===== src/rtl/fifo_ui_pkg.sv =====
// Shared types and sizing helpers for the FIFO push-button front end.
// Used by the button debouncer and the top-level dispatcher.
package fifo_ui_pkg;

    typedef enum logic [2:0] {
        IDLE    = 3'd0,
        DEB_ON  = 3'd1,
        FIRE    = 3'd2,
        HELD    = 3'd3,
        DEB_OFF = 3'd4
    } deb_state_e;

    // Number of bits needed to hold any value in 0..max_val (at least one bit)
    function automatic int unsigned cnt_width(input int unsigned max_val);
        int unsigned w;
        if (max_val < 32'd2) begin
            w = 32'd1;
        end else begin
            w = $clog2(max_val + 32'd1);
        end
        return w;
    endfunction

endpackage


===== src/rtl/button_debounce.sv =====
// Two-flop synchroniser plus tick-sampled debounce FSM for one push-button.
// fire is high for exactly one clock per accepted press.
module button_debounce
    import fifo_ui_pkg::*;
#(
    parameter int unsigned DEBOUNCE_SAMPLES = 4
) (
    input  logic clock,
    input  logic reset,
    input  logic tick,
    input  logic btn,
    output logic fire
);

    localparam int unsigned    CW       = cnt_width(DEBOUNCE_SAMPLES);
    localparam logic [CW-1:0]  CNT_ONE  = CW'(1);
    localparam logic [CW-1:0]  CNT_LAST = CW'(DEBOUNCE_SAMPLES);

    logic [1:0]    sync_r;
    logic          level_s;
    logic          armed_r;
    deb_state_e    state_r;
    deb_state_e    state_next_s;
    logic [CW-1:0] cnt_r;
    logic [CW-1:0] cnt_next_s;
    logic [CW-1:0] cnt_inc_s;

    // Two-stage synchroniser for the asynchronous button
    always_ff @(posedge clock or negedge reset) begin
        if (!reset) begin
            sync_r <= 2'b00;
        end else begin
            sync_r <= {sync_r[0], btn};
        end
    end

    assign level_s   = sync_r[1];
    assign cnt_inc_s = cnt_r + CNT_ONE;

    // A button held through reset must be seen released before it can fire
    always_ff @(posedge clock or negedge reset) begin
        if (!reset) begin
            armed_r <= 1'b0;
        end else if (tick && !level_s) begin
            armed_r <= 1'b1;
        end else begin
            armed_r <= armed_r;
        end
    end

    // FSM state and sample counter registers
    always_ff @(posedge clock or negedge reset) begin
        if (!reset) begin
            state_r <= IDLE;
            cnt_r   <= {CW{1'b0}};
        end else begin
            state_r <= state_next_s;
            cnt_r   <= cnt_next_s;
        end
    end

    // Next-state logic; FIRE lasts one clock regardless of tick
    always_comb begin
        state_next_s = state_r;
        cnt_next_s   = cnt_r;
        case (state_r)
            IDLE: begin
                if (tick && level_s && armed_r) begin
                    if (CNT_ONE == CNT_LAST) begin
                        state_next_s = FIRE;
                    end else begin
                        state_next_s = DEB_ON;
                        cnt_next_s   = CNT_ONE;
                    end
                end else begin
                    state_next_s = IDLE;
                end
            end
            DEB_ON: begin
                if (!tick) begin
                    state_next_s = DEB_ON;
                end else if (!level_s) begin
                    state_next_s = IDLE;
                end else if (cnt_inc_s == CNT_LAST) begin
                    state_next_s = FIRE;
                end else begin
                    cnt_next_s   = cnt_inc_s;
                end
            end
            FIRE: begin
                state_next_s = HELD;
            end
            HELD: begin
                if (tick && !level_s) begin
                    if (CNT_ONE == CNT_LAST) begin
                        state_next_s = IDLE;
                    end else begin
                        state_next_s = DEB_OFF;
                        cnt_next_s   = CNT_ONE;
                    end
                end else begin
                    state_next_s = HELD;
                end
            end
            DEB_OFF: begin
                if (!tick) begin
                    state_next_s = DEB_OFF;
                end else if (level_s) begin
                    state_next_s = HELD;
                end else if (cnt_inc_s == CNT_LAST) begin
                    state_next_s = IDLE;
                end else begin
                    cnt_next_s   = cnt_inc_s;
                end
            end
            default: begin
                state_next_s = IDLE;
                cnt_next_s   = {CW{1'b0}};
            end
        endcase
    end

    // Press event decode
    always_comb begin
        fire = (state_r == FIRE);
    end

endmodule


===== src/rtl/fifo_button_ctrl.sv =====
// Push-button front end for the 4-bit FIFO: debounces write/read buttons and
// issues single-clock write/read strobes with captured switch data.
module fifo_button_ctrl
    import fifo_ui_pkg::*;
#(
    parameter int unsigned WIDTH            = 4,
    parameter int unsigned TICK_DIV         = 65536,
    parameter int unsigned DEBOUNCE_SAMPLES = 4
) (
    input  logic             clock,
    input  logic             reset,
    input  logic             btn_write,
    input  logic             btn_read,
    input  logic [WIDTH-1:0] sw_data,
    input  logic             fifo_full,
    input  logic             fifo_empty,
    output logic             write,
    output logic             read,
    output logic [WIDTH-1:0] fifo_in,
    output logic             reject
);

    localparam int unsigned   TW        = cnt_width(TICK_DIV - 32'd1);
    localparam logic [TW-1:0] TICK_LAST = TW'(TICK_DIV - 32'd1);
    localparam logic [TW-1:0] TICK_ONE  = TW'(1);

    logic [TW-1:0]    tick_cnt_r;
    logic             tick_s;
    logic [WIDTH-1:0] sw_meta_r;
    logic [WIDTH-1:0] sw_sync_r;
    logic             fire_wr_s;
    logic             fire_rd_s;
    logic             write_go_s;
    logic             read_go_s;
    logic             reject_go_s;
    logic             write_r;
    logic             read_r;
    logic             reject_r;
    logic [WIDTH-1:0] fifo_in_r;

    // Debounce sample-tick divider
    always_ff @(posedge clock or negedge reset) begin
        if (!reset) begin
            tick_cnt_r <= {TW{1'b0}};
        end else if (tick_s) begin
            tick_cnt_r <= {TW{1'b0}};
        end else begin
            tick_cnt_r <= tick_cnt_r + TICK_ONE;
        end
    end

    assign tick_s = (tick_cnt_r == TICK_LAST);

    // Two-stage synchroniser for the data switches
    always_ff @(posedge clock or negedge reset) begin
        if (!reset) begin
            sw_meta_r <= {WIDTH{1'b0}};
            sw_sync_r <= {WIDTH{1'b0}};
        end else begin
            sw_meta_r <= sw_data;
            sw_sync_r <= sw_meta_r;
        end
    end

    button_debounce #(
        .DEBOUNCE_SAMPLES (DEBOUNCE_SAMPLES)
    ) u_deb_write (
        .clock (clock),
        .reset (reset),
        .tick  (tick_s),
        .btn   (btn_write),
        .fire  (fire_wr_s)
    );

    button_debounce #(
        .DEBOUNCE_SAMPLES (DEBOUNCE_SAMPLES)
    ) u_deb_read (
        .clock (clock),
        .reset (reset),
        .tick  (tick_s),
        .btn   (btn_read),
        .fire  (fire_rd_s)
    );

    // Dispatch decision; a simultaneous write+read bypasses the flags
    always_comb begin
        write_go_s  = fire_wr_s & (fire_rd_s | ~fifo_full);
        read_go_s   = fire_rd_s & (fire_wr_s | ~fifo_empty);
        reject_go_s = (fire_wr_s & ~fire_rd_s & fifo_full) |
                      (fire_rd_s & ~fire_wr_s & fifo_empty);
    end

    // Registered strobes and write data
    always_ff @(posedge clock or negedge reset) begin
        if (!reset) begin
            write_r   <= 1'b0;
            read_r    <= 1'b0;
            reject_r  <= 1'b0;
            fifo_in_r <= {WIDTH{1'b0}};
        end else begin
            write_r   <= write_go_s;
            read_r    <= read_go_s;
            reject_r  <= reject_go_s;
            fifo_in_r <= write_go_s ? sw_sync_r : fifo_in_r;
        end
    end

    assign write   = write_r;
    assign read    = read_r;
    assign reject  = reject_r;
    assign fifo_in = fifo_in_r;

endmodule

===== config.mk =====
export PLATFORM = sky130hd
export DESIGN_NAME = fifo_button_ctrl
export DESIGN_NICKNAME = d
export VERILOG_FILES = /design/src/rtl/fifo_ui_pkg.sv /design/src/rtl/button_debounce.sv /design/src/rtl/fifo_button_ctrl.sv
export SDC_FILE = /design/constraint.sdc
export NUM_CORES = 1
export LEC_CHECK = 0
export ABC_AREA = 1
export BUFFER_PORTS_ARGS = -buffer_cell sky130_fd_sc_hd__buf_2
export CAP_MARGIN = 20
export CELL_PAD_IN_SITES_DETAIL_PLACEMENT = 0
export CELL_PAD_IN_SITES_GLOBAL_PLACEMENT = 1
export CORE_UTILIZATION = 48
export CTS_CLUSTER_DIAMETER = 100
export CTS_CLUSTER_SIZE = 10
export DETAILED_ROUTE_END_ITERATION = 12
export GPL_TIMING_DRIVEN = 0
export MAX_ROUTING_LAYER = met4
export PLACE_DENSITY_LB_ADDON = 0.1
export SLEW_MARGIN = 20
export SYNTH_ARGS = -nofsm -noshare
export SYNTH_HDL_FRONTEND = slang
export SYNTH_SLANG_ARGS = --single-unit

===== constraint.sdc =====
create_clock -name clock -period 2.6 [get_ports clock]
set_input_delay 0.13 -clock clock [delete_from_list [all_inputs] [get_ports clock]]
set_output_delay 0.13 -clock clock [all_outputs]
set_load 0.005 [all_outputs]

==> impl_metrics.csv <==
group,metric,value,unit
clock_tree,numCtsBuffers,5,
finish,instances_no_fill,352,
sta,slew_headroom,59.7,%
finish,regArea,1230,um2
sta,clock_skew,4.64,ps
yosys,synth_adder_area_share,2.69,%
clock_tree,clock_path_buffers,2,
finish,final_common_cell,"nand2_1",
clock_tree,cts_num_sinks,49,
power_and_ir_drop,power_density,478,nW/um2
sta,rsz0062_at_grt,"no",
clock_tree,htree_levels,2,
yosys,ys_ff_latch,49,
finish,drive_gt1_share,15.0,%
floorplan,ioPinCount,17,
grt,grt_max_degree,50,
yosys,syn_nets,284,
finish,fill_cells,420,
floorplan,die_area,5130,um2
yosys,synth-compound-area-share,7.25,%
power_and_ir_drop,totalPowerFinal,1.26,mW
finish,nets,314,
placement,dp_hpwl,2880,um
placement,io_buffers,16,
placement,gp_congestion,0.755,
sta,final.min_clock_period,1800,ps
sta,worstMarginPinSlew,604,ps
worst_setup_path,start_kind,"register",
detailed_routing,dr_total_vias,1756,
detailed_routing,ant_nets,0,
power_and_ir_drop,ir_drop,0.000260,V
detailed_routing,dr.pass1.iters,9,
sta,max_freq,555,MHz
yosys,ys_warn_count,0,
detailed_routing,finalWirelength,3990,um
worst_setup_path,cp_data_required_time,2800,ps
finish,multiInputGateArea,937,um2
floorplan,die_y,71.7,um
detailed_routing,vias_per_cell,4.99,
power_and_ir_drop,p_leak,1.42,nW
worst_setup_path,critPathKind,"register to register",
yosys,synth_top_family_by_area,"simple AND/OR/NAND/NOR gates",
finish,final_cell_mix,"nand2_1, dfrtp_1, inv_1",
placement,dp_cells,337,
grt,grt_pass1_vias,1697,
floorplan,rows,24,
sta,setup_tns,0,ps
grt,grt_overflow,0,
sta,timing.final.ws_setup,797,ps
finish,area_growth,13.3,%
sta,drv_slew,0,
detailed_routing,wl_per_cell,11.3,um
floorplan,core_area,4500,um2
clock_tree,cts.clk_slew.worst_paths,90,ps
finish,num_antenna_cells,0,
min_path,hp-class,"primary input to register",
yosys,synth-xor-area-share,2.63,%
worst_setup_path,cp_max_fo,9,
grt,grt_use_total,18.7,%
sta,setup_violations,0,
yosys,synth_area,2330,um2
floorplan,initial_core_util,51.7,%
yosys,muxShareOfSynthArea,0,%
worst_setup_path,arrival,2000,ps
sta,hold_viol_final,0,
clock_tree,ctsResizeCount,0,
detailed_routing,drc,0,
clock_tree,clk_latency,300,ps
worst_setup_path,critPathLaunch,"tick_cnt_r[0]",
floorplan,die_width,71.7,um
grt,grt_pass1_wl,7210,um
yosys,postSynthAreaPerCell,8.66,um2
yosys,synthSimpleGateAreaFrac,27.7,%
worst_setup_path,cp-end-kind,"register",
worst_setup_path,r2r-start,"tick_cnt_r[0]",
run_status,status,"complete, no violations",
min_path,hp-start,"fifo_empty",
grt,antenna_found_initial,0,
detailed_routing,drt_first_iter_violations,128,
clock_tree,root_buffer,"clkbuf_8",
sta,timing.final.crit_share,69.3,%
yosys,yosysSeqAreaShare,52.7,%
yosys,syn-instance-count,269,
run,maxCapViolCount,0,
clock_tree,cts_tree,"yes",
yosys,synth_cell_type_count,27,
placement,post-place-ws,784,ps
## flip-flops by register name, indices dropped and copies added, names as in the netlist
signal,count
sw_sync_r,4
u_deb_read.state_r,3
u_deb_read.armed_r,1
u_deb_write.cnt_r,3
u_deb_read.cnt_r,3
u_deb_read.sync_r,2
fifo_in,4
tick_cnt_r,16
u_deb_write.state_r,3
write,1
u_deb_write.sync_r,2
sw_meta_r,4
u_deb_write.armed_r,1
reject,1
read,1
## cell families (layout without fill, tap and decap cells)
family / Yosys count / after routing
AO/OA/AOI/OAI: 26 / 26
buffers and inverters: 43 / 74
AND/OR/NAND/NOR: 139 / 139
flip-flops: 49 / 49
XOR/XNOR: 7 / 7
adder cells (fa/ha/maj): 5 / 5
## cell usage after synthesis, drive strengths merged
library cell,count,area (um2)
a21oi,9,67.6
a22oi,1,7.51
a31oi,2,12.5
buf,1,7.51
dfrtp,49,1230
ha,5,62.6
inv,42,158
nand2,69,284
nand3,22,115
nand4,7,43.8
nor2,33,160
nor3,7,35.0
o211ai,3,22.5
o21ai,10,50.1
o221ai,1,8.76
or2,1,6.26
xnor2,2,17.5
xor2,5,43.8
## critical path, stage by stage (launching register included)
cell and delay [ps]:
dfrtp_1 380, ha_1 210, nand3_1 170, nor2_2 190
nand2_2 160, nand2_1 120, nand2_1 70, nor2_2 190
nand2_2 100, nand2_1 70, nand2_1 50
## worst paths after layout
kind / endpoint / slack, ps / cells after the start
setup / recovery: u_deb_read.cnt_r[1] / 800 / 10
hold / removal: read / 10 / 2
setup reg to reg: u_deb_read.cnt_r[1] / 800 / 10
hold reg to reg: sw_sync_r[3] / 350 / 0
max in group asynchronous: u_deb_read.cnt_r[1] / 1810 / 2
min in group asynchronous: sw_sync_r[2] / 380 / 2
## timing repair
action | CTS | global route
setup buffers | 0 | 0
hold buffers | 6 | 1
hold endpoints to repair | 6 | 49
endpoints found under the setup margin | 0 | 0
## layer usage
metal | vias to the layer above | wire [um] | GRT usage [%]
met5 | - | 0 | -
met4 | 0 | 63 | 7.19
met3 | 5 | 104 | 3.80
met2 | 23 | 1860 | 30.4
met1 | 821 | 1960 | 23.0
li1 | 907 | - | -
## cell type report
type | count | area share (%)
Timing Repair Buffer | 23 | 5.79
Clock inverter | 3 | 0.854
Sequential cell | 49 | 46.5
Tap cell | 52 | 2.47
Inverter | 42 | 5.98
Multi-Input combinational cell | 177 | 35.5
Buffer | 1 | 0.285
Clock buffer | 5 | 2.61
## through the flow
step	hold WS (ps)	cell area [um2]	utilization, %
after floorplan	-166	2330	-
after detailed placement	239	2470	54.9
after global placement	238	2470	54.9
final	10.7	2640	58.6
after CTS	5.72	2630	58.3
after global routing	20.8	2640	58.6
## where the power goes
| group | switching, mW | internal, mW |
|---|---|---|
| registers | 0.00387 | 0.771 |
| logic | 0.0224 | 0.0144 |
| clock network | 0.261 | 0.189 |
| total | 0.288 | 0.974 |
No activity file was read; power rests on OpenSTA's default activity.
